File: config.mk
export PLATFORM = sky130hd
export DESIGN_NAME = sort_method_responder
export DESIGN_NICKNAME = d
export VERILOG_FILES = /design/src/rtl/sort_method_responder.sv
export SDC_FILE = /design/constraint.sdc
export NUM_CORES = 1
export LEC_CHECK = 0
export CORE_UTILIZATION = 23
export CTS_CLUSTER_DIAMETER = 50
export DETAILED_ROUTE_END_ITERATION = 10
export GPL_TIMING_DRIVEN = 0
export MAX_ROUTING_LAYER = met4
export SLEW_MARGIN = 20
export SYNTH_ARGS = -nofsm -noshare
export SYNTH_HDL_FRONTEND = slang
export SYNTH_SLANG_ARGS = --single-unit
File: constraint.sdc
create_clock -name clk -period 7.4 [get_ports clk]
set_clock_uncertainty 0.15 [all_clocks]
set_input_delay 1.48 -clock clk [delete_from_list [all_inputs] [get_ports clk]]
set_output_delay 1.48 -clock clk [all_outputs]
set_load 0.01 [all_outputs]
File: src/rtl/sort_method_responder.sv
// sort_method_responder: callee for the req/busy/return method handshake.
// Holds a DEPTH-entry array loaded through a host port and offers two methods:
//   sort  - in-place ascending unsigned bubble sort with early exit
//   check - returns 1 when the array is non-decreasing (always a full scan)
// Ports:
//   clk, reset                      clock, synchronous active-low reset
//   data_addr/data_din/data_we      host write port (honoured in IDLE only)
//   data_dout                       registered read of array[data_addr]
//   sort_req / sort_busy            sort method handshake, swap_count result
//   check_req / check_busy          check method handshake, check_return result
module sort_method_responder #(
  parameter int unsigned DEPTH  = 16,
  parameter int unsigned ADDR_W = 4,
  parameter int unsigned DATA_W = 32
) (
  input  logic              clk,
  input  logic              reset,
  input  logic [ADDR_W-1:0] data_addr,
  input  logic [DATA_W-1:0] data_din,
  input  logic              data_we,
  output logic [DATA_W-1:0] data_dout,
  input  logic              sort_req,
  output logic              sort_busy,
  input  logic              check_req,
  output logic              check_busy,
  output logic              check_return,
  output logic [15:0]       swap_count
);

  localparam logic [ADDR_W-1:0] LAST_IDX  = ADDR_W'(DEPTH - 1);
  localparam logic [ADDR_W-1:0] CHECK_END = ADDR_W'(DEPTH - 2);
  localparam logic [ADDR_W-1:0] ONE       = ADDR_W'(1);

  typedef enum logic [1:0] {IDLE, SORT, CHECK, DONE} state_t;

  state_t            state;
  logic [DATA_W-1:0] mem [DEPTH];
  logic [ADDR_W-1:0] idx;
  logic [ADDR_W-1:0] last;
  logic              swapped;
  logic              ok;

  logic [ADDR_W-1:0] idx_next_c;
  logic              gt_c;

  // Shared comparator for both methods: array[idx] > array[idx+1].
  always_comb begin
    idx_next_c = idx + ONE;
    gt_c       = mem[idx] > mem[idx_next_c];
  end

  // Array storage: never reset, written by the host in IDLE or by sort swaps.
  always_ff @(posedge clk) begin
    if (reset) begin
      if (state == IDLE && data_we) begin
        mem[data_addr] <= data_din;
      end else if (state == SORT && gt_c) begin
        mem[idx]        <= mem[idx_next_c];
        mem[idx_next_c] <= mem[idx];
      end
    end
  end

  // Method-call FSM with registered handshake and result outputs.
  always_ff @(posedge clk) begin
    if (!reset) begin
      state        <= IDLE;
      sort_busy    <= 1'b0;
      check_busy   <= 1'b0;
      check_return <= 1'b0;
      swap_count   <= 16'd0;
      data_dout    <= '0;
      idx          <= '0;
      last         <= LAST_IDX;
      swapped      <= 1'b0;
      ok           <= 1'b1;
    end else begin
      data_dout <= mem[data_addr];
      case (state)
        IDLE: begin
          if (sort_req) begin
            state      <= SORT;
            sort_busy  <= 1'b1;
            idx        <= '0;
            last       <= LAST_IDX;
            swapped    <= 1'b0;
            swap_count <= 16'd0;
          end else if (check_req) begin
            state      <= CHECK;
            check_busy <= 1'b1;
            idx        <= '0;
            ok         <= 1'b1;
          end
        end
        SORT: begin
          if (gt_c) begin
            swapped <= 1'b1;
            if (swap_count != 16'hFFFF) swap_count <= swap_count + 16'd1;
          end
          if (idx == last - ONE) begin
            // End of pass: stop when this pass (including this compare) made no swap.
            if (!(swapped || gt_c) || last == ONE) begin
              state <= DONE;
            end else begin
              last    <= last - ONE;
              idx     <= '0;
              swapped <= 1'b0;
            end
          end else begin
            idx <= idx_next_c;
          end
        end
        CHECK: begin
          ok <= ok & ~gt_c;
          if (idx == CHECK_END) begin
            state        <= DONE;
            check_return <= ok & ~gt_c;
          end else begin
            idx <= idx_next_c;
          end
        end
        DONE: begin
          state      <= IDLE;
          sort_busy  <= 1'b0;
          check_busy <= 1'b0;
        end
        default: state <= IDLE;
      endcase
    end
  end

endmodule

Word-level counts from Yosys, hierarchy flattened
Memories as Yosys holds them, arrays and structs flattened. A register that Yosys moved wholly into a read port is not among the register bits.
Cells that the tools add are included.
{"block": "classes", "n_addsub": 3, "n_reduce_logical": 21, "bitwise": 2, "n_mux": 43, "n_eq_ne": 19, "order_cmp": 1}
{"op": "2-to-1 mux 16 bit", "n": 3}
{"op": "2-to-1 mux 4 bit", "n": 11}
{"op": "greater-than comparator 32 bit", "n": 1}
{"op": "2-to-1 mux 32 bit", "n": 1}
{"op": "case mux 16 bit (2 select lines)", "n": 1}
{"op": "OR reduction 32 bit", "n": 1}
{"op": "adder 16 x 1 -> 16 bit (second input constant)", "n": 1}
{"op": "!= test 16 bit (second input constant)", "n": 1}
{"op": "AND reduction 4 bit", "n": 4}
{"op": "2-to-1 mux 1 bit", "n": 15}
{"op": "!= test 2 bit (second input constant)", "n": 7}
{"op": "case mux 4 bit (3 select lines)", "n": 1}
{"op": "2-to-1 mux 2 bit", "n": 5}
{"op": "case mux 1 bit (2 select lines)", "n": 4}
{"op": "case mux 2 bit (4 select lines)", "n": 1}
{"op": "case mux 4 bit (2 select lines)", "n": 1}
{"op": "!= test 2 x 1 -> 1 bit (second input constant)", "n": 3}
{"op": "!= test 3 bit (second input constant)", "n": 2}
{"op": "AND reduction 2 bit", "n": 3}
{"op": "AND reduction 3 bit", "n": 2}
{"op": "nonzero test 2 bit", "n": 3}
{"op": "adder 4 x 1 -> 4 bit (second input constant)", "n": 1}
{"op": "equality test 2 bit (second input constant)", "n": 2}
{"op": "equality test 4 x 1 -> 1 bit (second input constant)", "n": 1}
{"op": "other kinds (11)", "n": 14}
{"block": "word_totals", "register_bits": 31, "memories": 1, "inputBits": 41, "ram_bits": 512, "elab_cells": 99, "output_inout_bits": 51}
{"memory": "mem", "depth": 16, "word_bits": 32, "rd": 3, "rd_ports_with_merged_regs": 2, "wr": 2, "line_no": "37", "text": "logic [DATA_W-1:0] mem [DEPTH];"}

Depth between registers and ports, before layout
Gate-level depths: netlist of the first run.
An unclocked memory read counts as a cell.
{"block": "depth", "depth_word": 11, "depth_mapped": 20}

Least setup slack after synthesis of the first run
Ideal clock, no wire load.
{"block": "synth_path", "path_kind": "reg2reg", "from": "register idx[0]", "to": "memory mem[15][0], enable pin", "setup_ps": 466, "stages_incl_launch_ff": 20, "n_path_buf": 6, "synth_period_minus_slack_ps": 7949, "arrival_ps": 7333, "path_slack_ps": -549, "cell_sequence": "dfxtp_1 > clkbuf_1 > clkbuf_1 > clkbuf_1 > inv_1 > ha_1 > buf_2 > buf_2 > mux4_2 > mux4_2 > inv_1 > ha_1 > nand4_1 > nor4_2 > and2b_1 > o31ai_2 > a21oi_4 > buf_6 > a32oi_1 > o21ai_0"}
{"item": "start, declared", "line_no": "38", "text": "logic [ADDR_W-1:0] idx;"}
{"item": "start signal, assigned", "line_no": "110", "text": "idx <= idx_next_c;"}
{"item": "start signal, assigned", "line_no": "119", "text": "idx <= idx_next_c;"}
{"item": "end, declared", "line_no": "37"}

==> results.md, run 1 <==
- Violated checks: setup timing
- Clk Latency, worst-skew pair: 0.69 ns
- Flop-to-flop setup slack: -0.01 ns
- Initial core utilization: 23.14%
- Total power draw: 11.05 mW
- CORE AREA: 162600 µm²
- Final worst slack: -0.01222 ns
- Hold crit path type: flop to flop
- Vias in the first global route: 25800
- Row cnt: 148
- Pin count of the biggest net entering global routing: 16
- Crit path max-delay family: buffers and inverters
- Gp weighted congestion: 0.8963
- Critical path class: flop to flop
- Top cells by area, synth: edfxtp_1 (41%), mux4_2 (27%), mux2i_1 (15%)
- Initial antenna violation count: 5
- CTS tree: built
- Synthesized area: 37630 µm²
- Slowest stage cell, crit path: clkbuf_1
- Status: finished, violations left
- Die Span Y: 406.5 µm
- DR iter-0 viols: 3647
- Residual DRC: 0
- Startpoint types: flop
- WP depth: 19
- Synth Register Bits: 579
- FMAX: 0.1349 GHz
- Leakage: 17.72 nW
- Main synth FF type: edfxtp_1
- Final Slew Violations: 0
- Final setup viols: 1
- Syn_area_per_cell: 15.77 µm²
- Max Cap Violations: 0
- Final ANT Viol Nets: 0
- # IOs: 92
- Synth async-reset ratio: 0%
- Clock transition at path regs: 0.06 ns
- First drt pass iteration count: 7
- # nets final: 2714
- Synth Instances: 2386
- Unrepaired setup endpoints after global routing: false
- Area leader, netlist: edfxtp_1
- Grt total ovfl: 0
- Die W: 406.5 µm
- H-tree levels: 3
- Crit-path max FO: 12
- CP endpoint: mem[1][29]
- # port buffers: 87
- Post-synthesis cell type count: 61
- HPWL after DPL: 100000 µm
- Routed vias: 26030
- Total clock sinks: 579
- Slew Limit Headroom: 13.57%
- First-pass GRT wire length: 199800 µm
- Worst path arrival time: 7.62 ns
- Min Hold Slack: 0.3327 ns
- Area share of the leading cell type in the synthesized netlist: 40.86%
- Largest stage delay, worst path: 0.84 ns
- DR WL/cell: 29.54 µm
- Period Utilization, post-route: 100.2%
- Final min period: 7.412 ns
- Cell mode on critical path: clkbuf_1
- Worst R2R End: mem[1][29]
- Root buf cell: clkbuf_16
- CP cell instances: clkbuf_1, clkbuf_1, mux4_2, mux2_2, o21ai_1, clkbuf_1, inv_1, ha_1, nand4_1, nor4_4, and2b_1, o31ai_4, a21oi_4, buf_6, nand4_4, buf_4, o21ai_4, buf_8, buf_16
- Vias per inst: 5.327
- Register area share after synthesis: 44.42%
- CTS Buffer Depth: 3
- Hold Buf Count CTS: 0
- Required time of the critical path: 7.61 ns
- CP Capture Type: flop
- Buf/Inv on CP: 8
- Worst slew pin tran: 1.296 ns
- Share of post-route cells with drive strength above 1: 34.37%
- Syn nets: 2471
- CTS buffer count: 91
- Reg2Reg Depth: 19
- Final wirelength: 144300 µm
- Pwr dens: 240.4 nW/µm²
- Total track usage: 17.75%
- Die footprint: 165200 µm²
- Area grow syn2layout: 22.20%
- Post-synth EDFFs: 512
- IR drop worst, VDD: 0.1694 mV
- Fin. Hold Viols: 0
- YS warnings: 0
layout by cell type, fill, tap and decap left out, drive strengths merged, types with 4 or more instances in the layout:
cell / netlist / routed
and2: 32 / 32
clkdlybuf4s50: 0 / 87
nor3: 7 / 7
clkinvlp: 0 / 14
nand3: 19 / 19
edfxtp: 512 / 512
clkbuf: 108 / 225
a211oi: 5 / 5
buf: 141 / 202
diode: 0 / 5
nand2b: 15 / 15
nand2: 61 / 61
nor2: 19 / 19
xnor2: 9 / 9
ha: 44 / 44
a32oi: 4 / 4
clkinv: 1 / 25
inv: 79 / 90
or3: 7 / 7
bufinv: 0 / 6
mux2i: 595 / 595
a2111oi: 5 / 5
nand4: 26 / 26
mux2: 32 / 32
nor4: 5 / 5
or4: 6 / 6
a21oi: 35 / 35
mux4: 448 / 448
a21o: 5 / 5
o21ai: 64 / 64
dfxtp: 67 / 67
repair_timing:
item	in CTS	in global routing
pin swaps	14	2
gates resized for setup	39	29
buffers inserted	23	1
setup endpoints to repair	1057	745
how the worst min path moves through the flow:
stage	depth (start not counted)	from	slack, ns	end
after CTS	2	swap_count[12]	0.33	swap_count[12]
after floorplan	2	ok	0.31	check_return
after detailed placement	2	ok	0.32	check_return
after global routing	2	swap_count[12]	0.35	swap_count[12]
after global placement	2	swap_count[13]	0.32	swap_count[13]
final	2	check_busy	0.33	check_busy
synthesized netlist by cell type (3+ instances only):
library cell and n:
a2111oi_0 4, a21boi_0 3, buf_2 65, nand4_4 16
nand2b_1 15, a32oi_1 4, a211oi_1 5, o211ai_1 3
a31oi_1 3, nor2_1 19, mux2i_1 563, a21o_1 5
inv_1 79, and2_1 32, buf_6 5, o21ai_1 36
nor2b_1 3, nand4_1 10, nand3_1 19, o21ai_0 28
nor4_1 3, buf_4 47, mux2i_2 31, dfxtp_1 67
nand2_1 61, ha_1 44, xnor2_1 8, mux2_2 32
or4_1 6, mux4_2 448, nor3_1 7, clkbuf_1 108
or3_1 7, buf_1 24, a21oi_1 34, edfxtp_1 512
kinds of logic after synthesis:
logic type	after synthesis	share of synthesized area [%]
adders and majority gates	44	1.463
AOI/OAI and AO/OA	142	2.304
DFF	579	44.42
buffers and inverters	329	4.066
and+or+nand+nor	207	3.531
xor gates and xnor gates	10	0.2727
muxes	1075	43.94
power by group:
group	switching [mW]	leakage (nW)	internal, mW
registers	0.0574	5.16	3.72
logic	1.68	11.1	1.26
clock network	1.75	1.45	2.59
worst reg2reg max path, cell delays in order (launching register included):
cell and delay, ns:
dfxtp_1 0.33, clkbuf_1 0.66, clkbuf_1 0.86, mux4_2 0.42, mux2_2 0.28, o21ai_1 0.52
clkbuf_1 0.44, inv_1 0.09, ha_1 0.34, nand4_1 0.34, nor4_4 0.42, and2b_1 0.27
o31ai_4 0.18, a21oi_4 0.26, buf_6 0.26, nand4_4 0.25, buf_4 0.35, o21ai_4 0.23
buf_8 0.25, buf_16 0.19
routing by layer:
layer  up-vias  share of wire, %  global-route usage [%]
li1      10330                 -                       -
met1     13620                39                   22.56
met4         0               4.6                   7.248
met5         -                 0                       -
met2      1731                45                   26.64
met3       355                12                   4.799
cell type report:
class | count | area, µm²
Fill cell | 16440 | 116600
Multi-Input combinational cell | 1478 | 19680
Sequential cell | 579 | 16720
Tap cell | 2175 | 2721
Clock buffer | 115 | 2447
Timing Repair Buffer | 150 | 2130
Buffer | 249 | 1365
Clock inverter | 55 | 608.1
Inverter | 80 | 300.3
Antenna cell | 5 | 12.51
through the flow:
step | util [%] | instance area, µm² | TNS, ns | cells | worst slack (ns)
detailed placement | 26.09 | 42410 | -1579.53 | 4685 | -2.083
global placement | 25.35 | 41220 | -3703.00 | 4648 | -7.511
CTS | 28.21 | 45870 | 0 | 4878 | 0.02037
global route | 28.28 | 45980 | 0 | 4885 | 0.01925
floorplan | - | 37630 | -134.24 | 2386 | -0.5486
finish | 28.28 | 45980 | -0.01222 | 4886 | -0.01222
sequential cells by signal (all words and copies together), names as in the netlist, named ones only:
register	flops
check_busy	1
mem	512
last	4
swap_count	16
data_dout	32
state	2
ok	1
idx	4
swapped	1
check_return	1
sort_busy	1
Power figures use the tool's default switching activity.
==> run 2: changes to the inputs <==
- CORE_UTILIZATION: 23 -> 57
- PLACE_DENSITY: not set -> 0.77
==> run 2 against run 1 <==
- the flow still finishes with violations (setup timing)
- utilization rose by 39 points
- wire length fell by 7.3%
- combinational power barely moved
- setup slack got worse by 0.26 ns
- non-clock buffer count fell by 12
- clock-buffer cell count fell by 21
- via count rose by 5.5%
- flip-flop and latch count did not move
- largest power group unchanged
- design area fell by 5.1%
- clock power fell by 12%
- first-iteration DRC count rose by 30%
==> results.md, run 2 (same netlist as run 1, synthesis figures left out) <==
- FILL cells: 4261
- Share of post-route cells with drive strength above 1: 33.41%
- Hold crit path type: flop to flop
- Commonest non-fill, non-tap cell in the layout: mux2i_1
- Pwr dens: 242.2 nW/µm²
- CORE AREA: 64810 µm²
- Clk Latency, worst-skew pair: 0.66 ns
- Final setup viols: 426
- IR drop worst, VDD: 0.1725 mV
- Final min period: 7.675 ns
- Slew Limit Headroom: 16.14%
- Fin. Hold Viols: 0
- Routed vias: 27470
- Power share of the clock group: 36.2%
- DR WL/cell: 37.96 µm
- Row cnt: 93
- Max FFs per register: 512
- Pin count of the biggest net entering global routing: 16
- Root buf cell: clkbuf_16
- Max Cap Violations: 0
- Final ANT Viol Nets: 0
- Cell mode on critical path: clkbuf_1
- Initial core utilization: 58.06%
- Die footprint: 67050 µm²
- CP Capture Type: flop
- Combinational Power Share: 28.1%
- Crit-path max FO: 13
- Register area: 16720 µm²
- Multi-input logic area: 19690 µm²
- Startpoint types: flop
- Vias per inst: 7.797
- H-tree levels: 3
- Total track usage: 41.22%
- Hold path start: check_busy
- CTS buffer count: 75
- Post-layout util: 67.33%
- P_sw: 3.319 mW
- Reg2Reg Depth: 17
- Hold depth: 2
- Final worst slack: -0.2751 ns
- Worst R2R End: mem[6][9]
- Total clock sinks: 579
- Switching share of power: 31.40%
- Gp weighted congestion: 0.9467
- Biggest regs: mem (512), data_dout (32), swap_count (16)
- Die Span Y: 258.9 µm
- Vias in the first global route: 27330
- Critical path class: flop to flop
- CP cell instances: clkbuf_1, clkbuf_2, mux4_2, mux2_2, o21ai_1, clkbuf_1, inv_1, ha_1, nand4_1, nor2_1, a2bb2oi_1, a22o_1, a21oi_4, buf_6, a32oi_2, o21ai_4, buf_16
- Residual DRC: 0
- Grt total ovfl: 0
- First drt pass iteration count: 6
- Clock transition at path regs: 0.06 ns
- Status: finished, violations left
- HPWL after DPL: 88110 µm
- CTS Buffer Depth: 3
- # IOs: 92
- CTS tree: built
- Sequential Power Share: 35.7%
- Total power draw: 10.57 mW
- Worst path arrival time: 7.90 ns
- Hold Buf Count CTS: 0
- Flop-to-flop setup slack: -0.28 ns
- Largest Register: mem
- DR iter-0 viols: 4739
- FMAX: 0.1303 GHz
- Final Slew Violations: 0
- Die W: 258.9 µm
- Worst slew pin tran: 1.258 ns
- Required time of the critical path: 7.63 ns
- Hold EP: check_busy
- Largest stage delay, worst path: 0.71 ns
- Commonest cells after routing, fill and taps aside: mux2i_1 (560), edfxtp_1 (512), mux4_2 (448), clkbuf_1 (96), clkdlybuf4s50_1 (87)
- # nets final: 2686
- Initial antenna violation count: 5
- First-pass GRT wire length: 188100 µm
- Period Utilization, post-route: 103.7%
- Area grow syn2layout: 15.97%
- Final wirelength: 133700 µm
- Min Hold Slack: 0.3349 ns
- Slowest stage cell, crit path: clkbuf_1
- # port buffers: 87
- Pint: 7.251 mW
- Leakage: 17.42 nW
- Violated checks: setup timing
[run 2: power groups by stage]
stage	registers (mW)	clock network (mW)	logic [mW]
global route	3.78	3.91	3.07
global placement	3.84	0	2.63
detailed placement	3.84	0	2.76
finish	3.78	3.83	2.96
floorplan	3.84	0	1.88
CTS	3.77	3.79	2.81
[run 2: per-layer routing]
layer	wire [µm]	GRT usage, %	vias to the layer above
li1	-	-	10250
met1	43690	51.31	13640
met2	57530	57.71	2825
met3	22160	14.17	749
met4	10350	25.95	0
met5	0	-	-
[run 2: final cells by class]
cell class,count,area share (%)
Multi-Input combinational cell,1478,45.11
Sequential cell,579,38.30
Clock buffer,94,4.702
Timing Repair Buffer,138,4.418
Buffer,249,3.128
Tap cell,855,2.451
Clock inverter,46,1.170
Inverter,80,0.6881
Antenna cell,4,0.02294
[run 2: worst max-delay path, delay by kind of cell, from the launching register on]
kind | cells | cell delay, ns
compound gates | 6 | 2.81
flops | 1 | 0.35
buf+inv | 6 | 2.54
mux | 2 | 0.76
fa+ha+maj | 1 | 0.36
simple gates | 2 | 0.39
[run 2: worst max path at each step]
stage | startpoint | to | slack, ns | cells after the start
after floorplan | idx[0] | mem[15][0] | -0.55 | 19
after global placement | idx[0] | mem[14][7] | -6.31 | 19
after detailed placement | idx[0] | mem[11][17] | -1.79 | 22
after CTS | idx[0] | mem[10][6] | -0.02 | 22
after global routing | idx[0] | mem[13][10] | -0.15 | 20
final | flop | mem[6][9] | -0.28 | 17
[run 2: what timing repair did]
item,CTS,global route
setup buffers,8,10
resized for setup,35,36
hold endpoints to repair,0,0
pin swaps,4,7
endpoints found under the setup margin,1057,961
[run 2: metrics by stage]
| stage | instance area [µm²] | std cells | TNS [ns] | worst slack [ns] |
|---|---|---|---|---|
| global placement | 39570 | 3328 | -3074.44 | -6.308 |
| CTS | 43380 | 3508 | -0.2025 | -0.01644 |
| global route | 43640 | 3523 | -22.67 | -0.1542 |
| floorplan | 37630 | 2386 | -134.24 | -0.5486 |
| finish | 43640 | 3523 | -61.89 | -0.2751 |
| detailed placement | 40650 | 3360 | -1393.84 | -1.794 |
==> run 3: changes to the inputs <==
- CORE_MARGIN: not set -> 2
- SLEW_MARGIN: 20 -> 30
==> run 3 against run 2 <==
- the run still ends with setup timing left
- setup slack improved by 0.20 ns
- largest power group unchanged
- sequential power is essentially flat
- clock power barely moved
- first-iteration DRC count grew 2.4%
- hold slack lost 0.0094 ns
- critical path depth increased by 6
- via count grew 0.39%
- highest routed layer unchanged
- fmax increased by 2.7%
- design area grew 0.62%
- utilization fell by 0.30 points
- wire length increased by 1.8%
==> results.md, run 3 (same netlist as run 1, synthesis figures left out) <==
- CORE AREA: 65510 µm²
- Pre-CTS setup slack: -1.849 ns
- Max Cap Violations: 0
- Gp weighted congestion: 0.9567
- Status: finished, violations left
- CTS tree: built
- P_sw: 3.267 mW
- Required time of the critical path: 7.62 ns
- Clock transition at path regs: 0.06 ns
- Final ANT Viol Nets: 0
- Final wirelength: 136100 µm
- Reg2Reg Depth: 23
- Worst slew pin tran: 1.156 ns
- First-pass GRT wire length: 191100 µm
- Final min period: 7.475 ns
- Setup TNS: -2.247 ns
- # IOs: 92
- Pint: 7.270 mW
- Hold Buf Count CTS: 0
- # nets final: 2702
- Hold depth: 2
- Die footprint: 68090 µm²
- H-tree levels: 3
- Pin count of the biggest net entering global routing: 14
- Die W: 260.9 µm
- Worst path arrival time: 7.70 ns
- Commonest cells after routing, fill and taps aside: mux2i_1 (560), edfxtp_1 (512), mux4_2 (448), clkbuf_1 (91), clkdlybuf4s50_1 (87)
- CTS buffer count: 75
- DR iter-0 viols: 4853
- Final worst slack: -0.07533 ns
- Period Utilization, post-route: 101.0%
- Power share of the clock group: 36.0%
- Min Hold Slack: 0.3256 ns
- Startpoint types: flop
- FILL cells: 4289
- Initial antenna violation count: 3
- # port buffers: 87
- Commonest non-fill, non-tap cell in the layout: mux2i_1
- FMAX: 0.1338 GHz
- Fin. Hold Viols: 0
- First drt pass iteration count: 7
- Residual DRC: 0
- Biggest regs: mem (512), data_dout (32), swap_count (16)
- Final setup viols: 81
- Leakage: 17.59 nW
- Pwr dens: 240.0 nW/µm²
- Switching share of power: 31.01%
- Max FFs per register: 512
- Clk Latency, worst-skew pair: 0.65 ns
- Crit-path max FO: 11
- Vias per inst: 7.778
- Critical path class: flop to flop
- Share of post-route cells with drive strength above 1: 34.07%
- Routed vias: 27570
- Root buf cell: clkbuf_16
- CP Capture Type: flop
- Combinational Power Share: 28.1%
- HPWL after DPL: 90330 µm
- IR drop worst, VDD: 0.1959 mV
- Die Span Y: 260.9 µm
- CTS Buffer Depth: 3
- Sequential Power Share: 35.9%
- Total clock sinks: 579
- Vias in the first global route: 27360
- Initial core utilization: 57.44%
- Final Slew Violations: 0
- Total track usage: 41.56%
- DR WL/cell: 38.40 µm
- Grt total ovfl: 0
- Violated checks: setup timing
- Row cnt: 94
- Slew Limit Headroom: 22.91%
- Largest Register: mem
- Area grow syn2layout: 16.69%
- Hold crit path type: flop to flop
==> run 3: critical path, stage by stage (launching register included) <==
cell and delay, ns:
dfxtp_1 0.49, clkbuf_4 0.33, clkbuf_4 0.29, clkbuf_4 0.33
inv_1 0.15, ha_1 0.36, clkbuf_4 0.28, buf_6 0.30
mux4_2 0.55, mux4_2 0.53, inv_1 0.08, ha_1 0.26
a21oi_1 0.20, o21a_1 0.16, o211ai_1 0.10, buf_4 0.19
o31ai_2 0.67, a21oi_4 0.20, buf_6 0.25, nand4_4 0.20
buf_2 0.51, o21ai_4 0.17, buf_16 0.21, buf_16 0.17
==> run 3: per-stage QoR <==
step                utilization, %  power (mW)  cells  cell area (µm²)
CTS                          66.76       10.36   3535            43740
floorplan                        -       5.716   2386            37630
finish                       67.03       10.54   3545            43910
global placement             60.42       6.474   3337            39580
detailed placement           62.38       6.595   3380            40870
global route                 67.02       10.75   3544            43910
==> run 3: timing repair <==
action | 4_1_cts | 5_1_grt
resized for setup | 32 | 25
setup buffers | 18 | 6
setup endpoints to repair | 1057 | 1012
pin swaps | 10 | 4
==> run 3: cell type report <==
| class | instances | area (µm²) | share of cell area, % |
|---|---|---|---|
| diodes | 4 | 10.01 | 0.02280 |
| multi-input cells | 1478 | 19700 | 44.86 |
| repair buffers | 154 | 2190 | 4.987 |
| flip-flops and latches | 579 | 16720 | 38.07 |
| clock inverters | 37 | 394.1 | 0.8976 |
| clock buffers | 100 | 2140 | 4.873 |
| inverters | 80 | 300.3 | 0.6839 |
| well taps | 864 | 1081 | 2.462 |
| plain buffers | 249 | 1380 | 3.143 |
==> run 3: routing by layer <==
| layer | wire length, µm | vias to the layer above | part of all wire, % | track usage [%] |
|---|---|---|---|---|
| met5 | 0 | - | 0 | - |
| met1 | 44160 | 13640 | 32 | 50.83 |
| met2 | 59160 | 2882 | 43 | 58.38 |
| met3 | 22420 | 767 | 16 | 15.66 |
| li1 | - | 10280 | - | - |
| met4 | 10370 | 0 | 7.6 | 25.98 |
==> run 3: path summary, 6_finish.rpt <==
kind | startpoint | slack (ns) | endpoint
hold / removal | swap_count[13] | 0.33 | swap_count[13]
hold reg to reg | swap_count[13] | 0.33 | swap_count[13]
setup / recovery | idx[0] | -0.08 | mem[5][18]
setup reg to reg | idx[0] | -0.08 | mem[5][18]
==> run 3: power groups by stage <==
stage | logic [mW] | registers [mW] | clock network (mW)
2_1_floorplan | 1.88 | 3.84 | 0
3_3_place_gp | 2.63 | 3.84 | 0
3_5_place_dp | 2.75 | 3.84 | 0
4_1_cts | 2.83 | 3.77 | 3.76
5_1_grt | 3.08 | 3.79 | 3.88
6_report | 2.96 | 3.78 | 3.80
